[src/rtl/sd_pkg.sv]
// Shared constants for the SD CMD-line response receiver.
// Feature macro SD_RESP_LONG_EN selects the 136-bit R2 path.
package sd_pkg;

    typedef enum logic [1:0] {
        S_IDLE       = 2'd0,
        S_WAIT_START = 2'd1,
        S_RECV       = 2'd2,
        S_DONE       = 2'd3
    } state_t;

    localparam int LEN_SHORT   = 48;
    localparam int LEN_LONG    = 136;
    localparam int CRC_S_LO    = 0;
    localparam int CRC_S_HI    = 39;
    localparam int CRC_L_LO    = 8;
    localparam int CRC_L_HI    = 127;

    localparam logic [6:0] CRC7_POLY = 7'h09;

`ifdef SD_RESP_LONG_EN
    localparam int SR_W = LEN_LONG;
`else
    localparam int SR_W = LEN_SHORT;
`endif

endpackage

[src/rtl/crc7_chk.sv]
// Serial CRC7 (x^7+x^3+1), MSB-first, zero initial value.
module crc7_chk
    import sd_pkg::*;
(
    input  logic       iclk,
    input  logic       irst_n,
    input  logic       iclr,
    input  logic       ien,
    input  logic       idin,
    output logic [6:0] ocrc
);

    logic fb;

    assign fb = idin ^ ocrc[6];

    always_ff @(posedge iclk or negedge irst_n) begin
        if (!irst_n) begin
            ocrc <= '0;
        end else if (iclr) begin
            ocrc <= '0;
        end else if (ien) begin
            ocrc <= {ocrc[5:0], 1'b0} ^ (fb ? CRC7_POLY : 7'h00);
        end
    end

endmodule

[src/rtl/sd_resp_rx.sv]
// SD command response receiver: start-bit hunt, framing, CRC7 check.
// Define SD_RESP_LONG_EN to add 136-bit R2 reception and oresp_long.
module sd_resp_rx
    import sd_pkg::*;
#(
    parameter int NCR_MAX = 64
) (
    input  logic         iclk,
    input  logic         irst_n,
    input  logic         istart,
    input  logic         ilong,
    input  logic         inocrc,
    input  logic         icmd,
    output logic         obusy,
    output logic         odone,
    output logic         otimeout,
    output logic         ocrc_err,
    output logic         oframe_err,
    output logic [5:0]   oindex,
    output logic [31:0]  oarg
`ifdef SD_RESP_LONG_EN
    ,
    output logic [119:0] oresp_long
`endif
);

    localparam int TW = $clog2(NCR_MAX + 1);

    state_t          state, state_nxt;
    logic            long_q, nocrc_q, long_sel;
    logic [7:0]      bit_cnt, idx, last_idx;
    logic [TW-1:0]   tmo_cnt;
    logic [SR_W-2:0] sr;
    logic [SR_W-1:0] sr_nxt;
    logic            start_ok, tmo_hit, last_bit, rx_bit, crc_en;
    logic [6:0]      crc;
    logic            unused_sr;

`ifdef SD_RESP_LONG_EN
    assign long_sel = ilong;
`else
    logic unused_ilong;
    assign long_sel     = 1'b0;
    assign unused_ilong = ilong;
`endif

    assign start_ok  = (state == S_IDLE) && istart;
    assign tmo_hit   = (state == S_WAIT_START) && icmd
                     && (tmo_cnt == TW'(NCR_MAX - 1));
    assign last_idx  = long_q ? 8'(LEN_LONG - 1) : 8'(LEN_SHORT - 1);
    assign last_bit  = (state == S_RECV) && (bit_cnt == last_idx);
    assign sr_nxt    = {sr, icmd};
    assign unused_sr = ^sr_nxt;
    assign obusy     = (state != S_IDLE);
    assign odone     = (state == S_DONE);

    // The start bit is stream bit 0 and is sampled while still hunting.
    assign rx_bit = (state == S_RECV) || ((state == S_WAIT_START) && !icmd);
    assign idx    = (state == S_RECV) ? bit_cnt : 8'd0;
    assign crc_en = rx_bit && (long_q
                  ? (idx >= 8'(CRC_L_LO) && idx <= 8'(CRC_L_HI))
                  : (idx <= 8'(CRC_S_HI)));

    crc7_chk u_crc (
        .iclk   (iclk),
        .irst_n (irst_n),
        .iclr   (start_ok),
        .ien    (crc_en),
        .idin   (icmd),
        .ocrc   (crc)
    );

    always_ff @(posedge iclk or negedge irst_n) begin
        if (!irst_n) state <= S_IDLE;
        else         state <= state_nxt;
    end

    always_comb begin
        state_nxt = state;
        unique case (state)
            S_IDLE:       if (istart) state_nxt = S_WAIT_START;
            S_WAIT_START: begin
                if (!icmd)        state_nxt = S_RECV;
                else if (tmo_hit) state_nxt = S_IDLE;
            end
            S_RECV:       if (last_bit) state_nxt = S_DONE;
            S_DONE:       state_nxt = S_IDLE;
            default:      state_nxt = S_IDLE;
        endcase
    end

    always_ff @(posedge iclk or negedge irst_n) begin
        if (!irst_n) begin
            long_q     <= 1'b0;
            nocrc_q    <= 1'b0;
            bit_cnt    <= '0;
            tmo_cnt    <= '0;
            sr         <= '0;
            otimeout   <= 1'b0;
            ocrc_err   <= 1'b0;
            oframe_err <= 1'b0;
            oindex     <= '0;
            oarg       <= '0;
`ifdef SD_RESP_LONG_EN
            oresp_long <= '0;
`endif
        end else begin
            otimeout <= tmo_hit;
            if (start_ok) begin
                long_q     <= long_sel;
                nocrc_q    <= inocrc;
                bit_cnt    <= '0;
                tmo_cnt    <= '0;
                ocrc_err   <= 1'b0;
                oframe_err <= 1'b0;
            end
            if (state == S_WAIT_START) begin
                if (!icmd) begin
                    bit_cnt <= 8'd1;
                    sr      <= sr_nxt[SR_W-2:0];
                end else begin
                    tmo_cnt <= tmo_cnt + 1'b1;
                end
            end
            if (state == S_RECV) begin
                sr      <= sr_nxt[SR_W-2:0];
                bit_cnt <= bit_cnt + 8'd1;
                if (bit_cnt == 8'd1 && icmd) oframe_err <= 1'b1;
                if (last_bit) begin
                    if (!icmd) oframe_err <= 1'b1;
                    ocrc_err <= !nocrc_q && (sr_nxt[7:1] != crc);
                    if (!long_q) begin
                        oindex <= sr_nxt[45:40];
                        oarg   <= sr_nxt[39:8];
                    end
`ifdef SD_RESP_LONG_EN
                    else begin
                        oresp_long <= sr_nxt[127:8];
                    end
`endif
                end
            end
        end
    end

endmodule

[config.mk]
export PLATFORM = sky130hd
export DESIGN_NAME = sd_resp_rx
export DESIGN_NICKNAME = d
export VERILOG_FILES = /design/src/rtl/sd_pkg.sv /design/src/rtl/crc7_chk.sv /design/src/rtl/sd_resp_rx.sv
export SDC_FILE = /design/constraint.sdc
export NUM_CORES = 1
export LEC_CHECK = 0
export ABC_AREA = 0
export CAP_MARGIN = 20
export CORE_MARGIN = 2
export CORE_UTILIZATION = 30
export DETAILED_ROUTE_END_ITERATION = 16
export SYNTH_ARGS = -nofsm -noshare
export SYNTH_HDL_FRONTEND = slang
export SYNTH_SLANG_ARGS = --single-unit
[constraint.sdc]
create_clock -name iclk -period 2 [get_ports iclk]
set_input_delay 0.4 -clock iclk [delete_from_list [all_inputs] [get_ports iclk]]
set_output_delay 0.4 -clock iclk [all_outputs]
set_load 0.02 [all_outputs]
* Word level (Yosys, flattened, before mapping)
Index checks and enable logic that the tools add are counted.
** Cells by class
- $add $sub $neg :: 2
- $lt $le $gt $ge :: 1
- Equal/unequal tests :: 11
- Muxes and demuxes :: 27
- Bitwise logic cells :: 2
- Reductions and logical operators :: 18
** Operators by type and width (count)
- two-way mux 45 bit :: 3
- two-way mux 8 bit :: 5
- two-way mux 7 bit :: 5
- adder 8 x 1 -> 8 bit, second input constant :: 1
- equality test 8 x 1 -> 1 bit, second input constant :: 1
- equality test 8 x 6 -> 1 bit, second input constant :: 1
- less-or-equal comparator 8 x 6 -> 1 bit, second input constant :: 1
- logical AND 1 bit :: 8
- two-way mux 1 bit :: 8
- two-way mux 2 bit :: 4
- case mux 2 bit (4 select lines) :: 1
- adder 7 x 1 -> 7 bit, second input constant :: 1
- equality test 7 x 6 -> 1 bit, second input constant :: 1
- inequality test 7 bit :: 1
- XOR 7 bit :: 1
- nonzero test 2 bit :: 3
- equality test 2 bit, second input constant :: 2
- two-way mux 4 bit :: 1
- inequality test 2 bit, second input constant :: 2
- AND reduction 2 bit :: 2
- inequality test 3 bit, second input constant :: 1
- AND reduction 3 bit :: 1
- equality test 2 x 1 -> 1 bit, second input constant :: 1
- zero test 1 bit :: 2
- other kinds (4) :: 4
** Word-level totals
- Register bits after elaboration :: 111
- Bits of input ports :: 6
- Output and inout port bits :: 43
- Logic and storage cells :: 72

* Logic depth before layout (Yosys ltp)
- Depth after elaboration :: 7
- Depth in mapped cells :: 8
- Depth with buffers taken out :: 6

* Cells and area by module
From an unflattened synthesis, not the netlist that was laid out.
** Second synthesis, totals
- Cell total of the unflattened synthesis :: 341
- Area, all modules :: 4862.2 µm²
** Modules (own cells, without submodules)
- sd_resp_rx :: instances 1, cells each 313, area an instance 4554.4 µm², sequential area each 2602.5 µm²
- crc7_chk :: instances 1, cells each 28, area an instance 307.8 µm², sequential area each 175.2 µm²

* Worst setup path after synthesis
No wires, ideal clock.
- Path kind :: flip-flop to flip-flop
- Start point :: register state[0]
- End point :: register oarg[0]
- Setup time :: 125 ps
- Arrival :: 1795 ps
- Data required time :: 1875 ps
- Path slack :: 80 ps
- Stages on the path, launching flop included :: 8
- Buffers on the path :: 2
- Period minus slack after synthesis :: 1920 ps
- Cells stage by stage :: dfrtp_1 > inv_1 > ha_1 > buf_2 > nand4_1 > nor2_8 > buf_12 > mux2_4
** On the way
- Cells in the longest elaborated chain, start to end :: 3
** RTL lines
- start: declaration :: line sd_resp_rx.sv:29 : state_t state, state_nxt;
- start signal: assignment :: line sd_resp_rx.sv:75 : else state <= state_nxt;
- equality test 2 bit (*) :: line sd_resp_rx.sv:51, sd_resp_rx.sv:125
- logical AND 1 bit :: line sd_resp_rx.sv:51 : assign last_bit = (state == S_RECV) && (bit_cnt == last_idx);
- AND reduction 2 bit (no source line) (*)
- end signal: assignment :: line sd_resp_rx.sv:134 : oarg <= sr_nxt[39:8];
- end: declaration :: line sd_resp_rx.sv:20 : output logic [31:0] oarg
Mark *: on every way between the ends. The rest lies on a longest branch, timed or not.
A chain may end at the register's enable or synchronous reset.

==> results by stage <==
Min path:
- The worst hold-check path type is flip-flop to flip-flop.
- The worst hold path stage count is 1.
- The startpoint identified for the worst hold timing path is tmo_cnt[6].
- For hold timing, the worst endpoint is otimeout.

Worst setup path:
- The class of the most critical setup path is flip-flop to primary output.
- STA classifies the critical path startpoint as a flip-flop.
- Along the worst path, the maximum fanout reaches 5.
- The endpoint identified for the worst register-to-register timing path is oarg[1].
- The worst setup path is captured at a primary output.
- The reg-to-reg critical path startpoint is state[0].
- The minimum setup slack among reg-to-reg paths is 100 ps.
- The number of cells on the worst reg-to-reg path is 6.
- The data required time at the worst endpoint is 1600 ps.
- The arrival time at the worst endpoint is 1510 ps.

Clocking:
- The worst-case clock buffer depth is 2.
- The root buffer cell chosen for the clock tree is clkbuf_16.
- The TritonCTS clock tree is done.
- The number of buffers created by CTS is 9.
- For the worst-skew pair, the clock arrives at the later sink with an insertion delay of 350 ps.
- The H-tree generated during clock tree synthesis spans 3 levels.
- The CTS clock-pin slew for the worst setup and hold paths is 70 ps.
- The clock net in this run drives a total of 111 sinks.

Power and ir drop:
- In this run switching power makes up 30.9% of total power.
- The analysis attributes to net switching a power of 2.02 mW.
- In this run, the clock network consumes 27.7% of the power.
- Per report_power, the sequential group accounts for 43.7% of the total.
- In this run, the combinational gates consume 28.6% of the power.
- Dividing total power by cell area gives a power density of 1090 nW/µm².
- The leakage power is 2.77 nW.
- Across the VDD grid, the largest voltage drop is 0.633 mV.
- The total power consumption of the routed design is 6.52 mW.
- The internal power consumption is 4.51 mW.

Layout:
- The layout-stage area growth over the synthesis result is 23.8%.
- At the end of the flow the core is filled with cells to 37.8%.
- The area of all placed cells without fillers is 5960 µm².
- Of the cells placed in the final design, the portion with a size suffix greater than 1 is 30.4%.
- At the end of the flow, the number of nets in the layout was 423.
- Once layout is complete, the cells apart from fillers number 630.
- The repair_antennas step left the layout with diodes totalling 0.

Yosys:
- The mux contribution to synthesized area is 22.3%.
- The number of warning messages in the yosys log is 0.
- Counting flops with an async set or reset pin after synthesis yields a share of 100%.
- The synthesized area per cell is 14.0 µm².
- The combinational family with the most area after synthesis is multiplexers.
- The synthesized flop and latch total is 111.
- Synthesis produced 345 cells.
- For this run, the leading register cell type out of synthesis is dfrtp_1.
- The number of different library cells in the post-synthesis netlist is 42.
- The sequential cell area fraction in the yosys report is 57.6%.
- Of the total synthesized cell area, the portion taken by full adders, half adders and majority gates is 1.82%.
- The number of flops mapped to enable cells by yosys is 0.
- The synthesized cell area is 4820 µm².
- After Yosys synthesis, XOR and XNOR cells account for 2.00% of the synthesized area.
- The post-synthesis compound-gate area fraction is 6.41%.
- The post-synthesis simple-gate area fraction is 6.57%.
- The synthesized net count is 358.

Detailed routing:
- The detailed-route wire length per cell is 13.7 µm.
- The remaining antenna violation count after routing is 0.
- The routed layout has 2,826 vias.
- After detailed routing, the met2 layer carries 4.05 mm of wire.
- The first-iteration detailed-routing DRC count is 105.
- Routed signal wires occupy layers up through met4.
- In the routed design, unresolved DRC markers number 0.
- The iteration count of the initial detailed-routing pass is 4.
- The total length of routed wires is 8.65 mm.
- The routed length on met3 is 331 µm.
- Using the TritonRoute via totals, the vias-per-cell ratio works out to 4.49.
- After detailed routing, the wire length on met1 is 4.13 mm.

Job:
- Across the run, the number of max-cap violations was 0.

STA:
- After layout, the worst path uses 95.7% of the clock period.
- The measured slew at the worst slew-check pin is 503 ps.
- The maximum clock frequency is 523 MHz.
- The hold violation total from the final report is 0.
- The final total negative setup slack is 0 ps.
- Measured against its own limit, the worst slew margin works out to 66.5%.
- The number of max-slew violations in the final report is 0.
- For the final database, setup skew stands at 9.00 ps.
- Setup violations remaining at the end of the flow were counted as 0.
- Setup repair after global routing left no endpoint under its margin.
- After layout, the minimum clock period comes to 1910 ps.

Floorplanning:
- Once the floorplan was initialized, standard cells occupied 30.6% of the core.
- For this design the top-level I/O count stands at 49.
- The total area inside the core boundary comes to 15,800 µm².
- The die is 131 µm tall.
- The full die area is 17,100 µm².
- In this run the core area contains 46 standard-cell rows.
- The chip width is 131 µm.

Global routing:
- The via count of the first global-routing pass came to 2,924.
- The largest net degree at the start of global routing is 45.
- After global routing the overflow that remains totals 0.
- The total global routing track utilization is 11.0%.
- The initial antenna violation count was 0.
- The global-route wire length before repair is 14.6 mm.

Placement:
- The post-detailed-placement cell area is 5650 µm².
- The half-perimeter wire length after placement is 6.00 mm.
- The number of buffers inserted by port buffering is 47.
- The global placer's final weighted congestion is 0.748.
- The cell count after placement is 614.

Run status:
- The run finished with clean final reports.
worst max path at each step:
stage | startpoint | to | slack, ps | cells past startpoint
floorplan | state[0] | oarg[0] | 80 | 7
global route | state[0] | oarg[8] | 20 | 6
CTS | state[0] | bit_cnt[3] | 40 | 6
finish | flip-flop | obusy | 90 | 4
global placement | icmd | bit_cnt[5] | -60 | 6
detailed placement | icmd | bit_cnt[3] | -80 | 6
sequential cells by signal, summed over array words and instances, names as in the netlist, named ones only:
name        cells
bit_cnt         8
nocrc_q         1
oarg           32
ocrc_err        1
oframe_err      1
oindex          6
otimeout        1
sr             45
state           1
tmo_cnt         7
u_crc.ocrc      7
kinds of logic (layout without fill, tap and decap cells):
family | after synthesis | after routing
flops | 111 | 111
mux | 83 | 83
simple gates | 64 | 64
compound gates | 47 | 47
buf+inv | 22 | 91
xor+xnor | 11 | 11
fa+ha+maj | 7 | 7
cell usage after synthesis (all sizes together) (3+ instances only):
cell type	number	share of area, %
clkbuf	3	0.23
xnor2	6	1.1
nor3	3	0.31
nand2	27	2.1
ha	7	1.8
nor2b	3	0.39
dfrtp	111	58
a21oi	4	0.42
nor4	3	0.39
o31ai	4	0.62
nor2	11	1.2
inv	8	0.62
nand3	8	0.83
xor2	5	0.91
buf	11	2.4
nand4	3	0.39
o21ai	24	2.6
mux2	82	22
power groups by stage:
stage	registers [mW]	clock network (mW)	logic (mW)
finish	2.85	1.81	1.86
global route	2.90	1.97	2.06
CTS	2.86	1.88	1.88
detailed placement	2.91	0	1.87
global placement	2.89	0	1.80
floorplan	2.83	0	1.36
area by class of cell:
type                    count  area [µm²]
fillers                  1528        9810
flip-flops and latches    111        2780
multi-input cells         212        1900
repair buffers             68         688
well taps                 216         270
clock buffers              11         253
clock inverters             4        45.0
inverters                   8        30.0
stage by stage:
step	setup slack, ps	hold WS, ps
final	86.8	487
after global routing	21.7	501
after CTS	43.2	484
after detailed placement	-79.6	355
after global placement	-55.2	350
after floorplan	79.8	104
repair_timing:
action,in CTS,in global routing
gates resized for setup,2,2
cloned,0,0
setup endpoints to repair,2,5
pin swaps,0,0
hold buffers,1,0
buffers inserted,0,0
hold endpoints to repair,26,0
metal layers:
layer	track usage (%)	vias to the layer above
met2	17.1	50
met5	0	-
met1	14.6	1417
li1	-	1346
met4	4.51	0
met3	2.97	13
worst max-delay path, cell delays in order (launching register included):
cell,delay (ps)
dfrtp_1,410
inv_1,140
ha_2,250
inv_1,50
dlygate4sd2_1,310
cell usage in the layout (no fill, tap or decap), types with 6 or more instances in the layout:
cell             netlist  final
dfrtp_1              111    111
mux2_2                44     44
clkdlybuf4s50_1        0     44
mux2_4                38     38
nand2_1               27     27
o21ai_0               19     19
buf_4                  0     16
nor2_1                10     10
clkbuf_16              0      9
inv_1                  8      8
nand3_1                8      8
xnor2_1                6      6
ha_1                   7      6
Power figures use the tool's default switching activity.
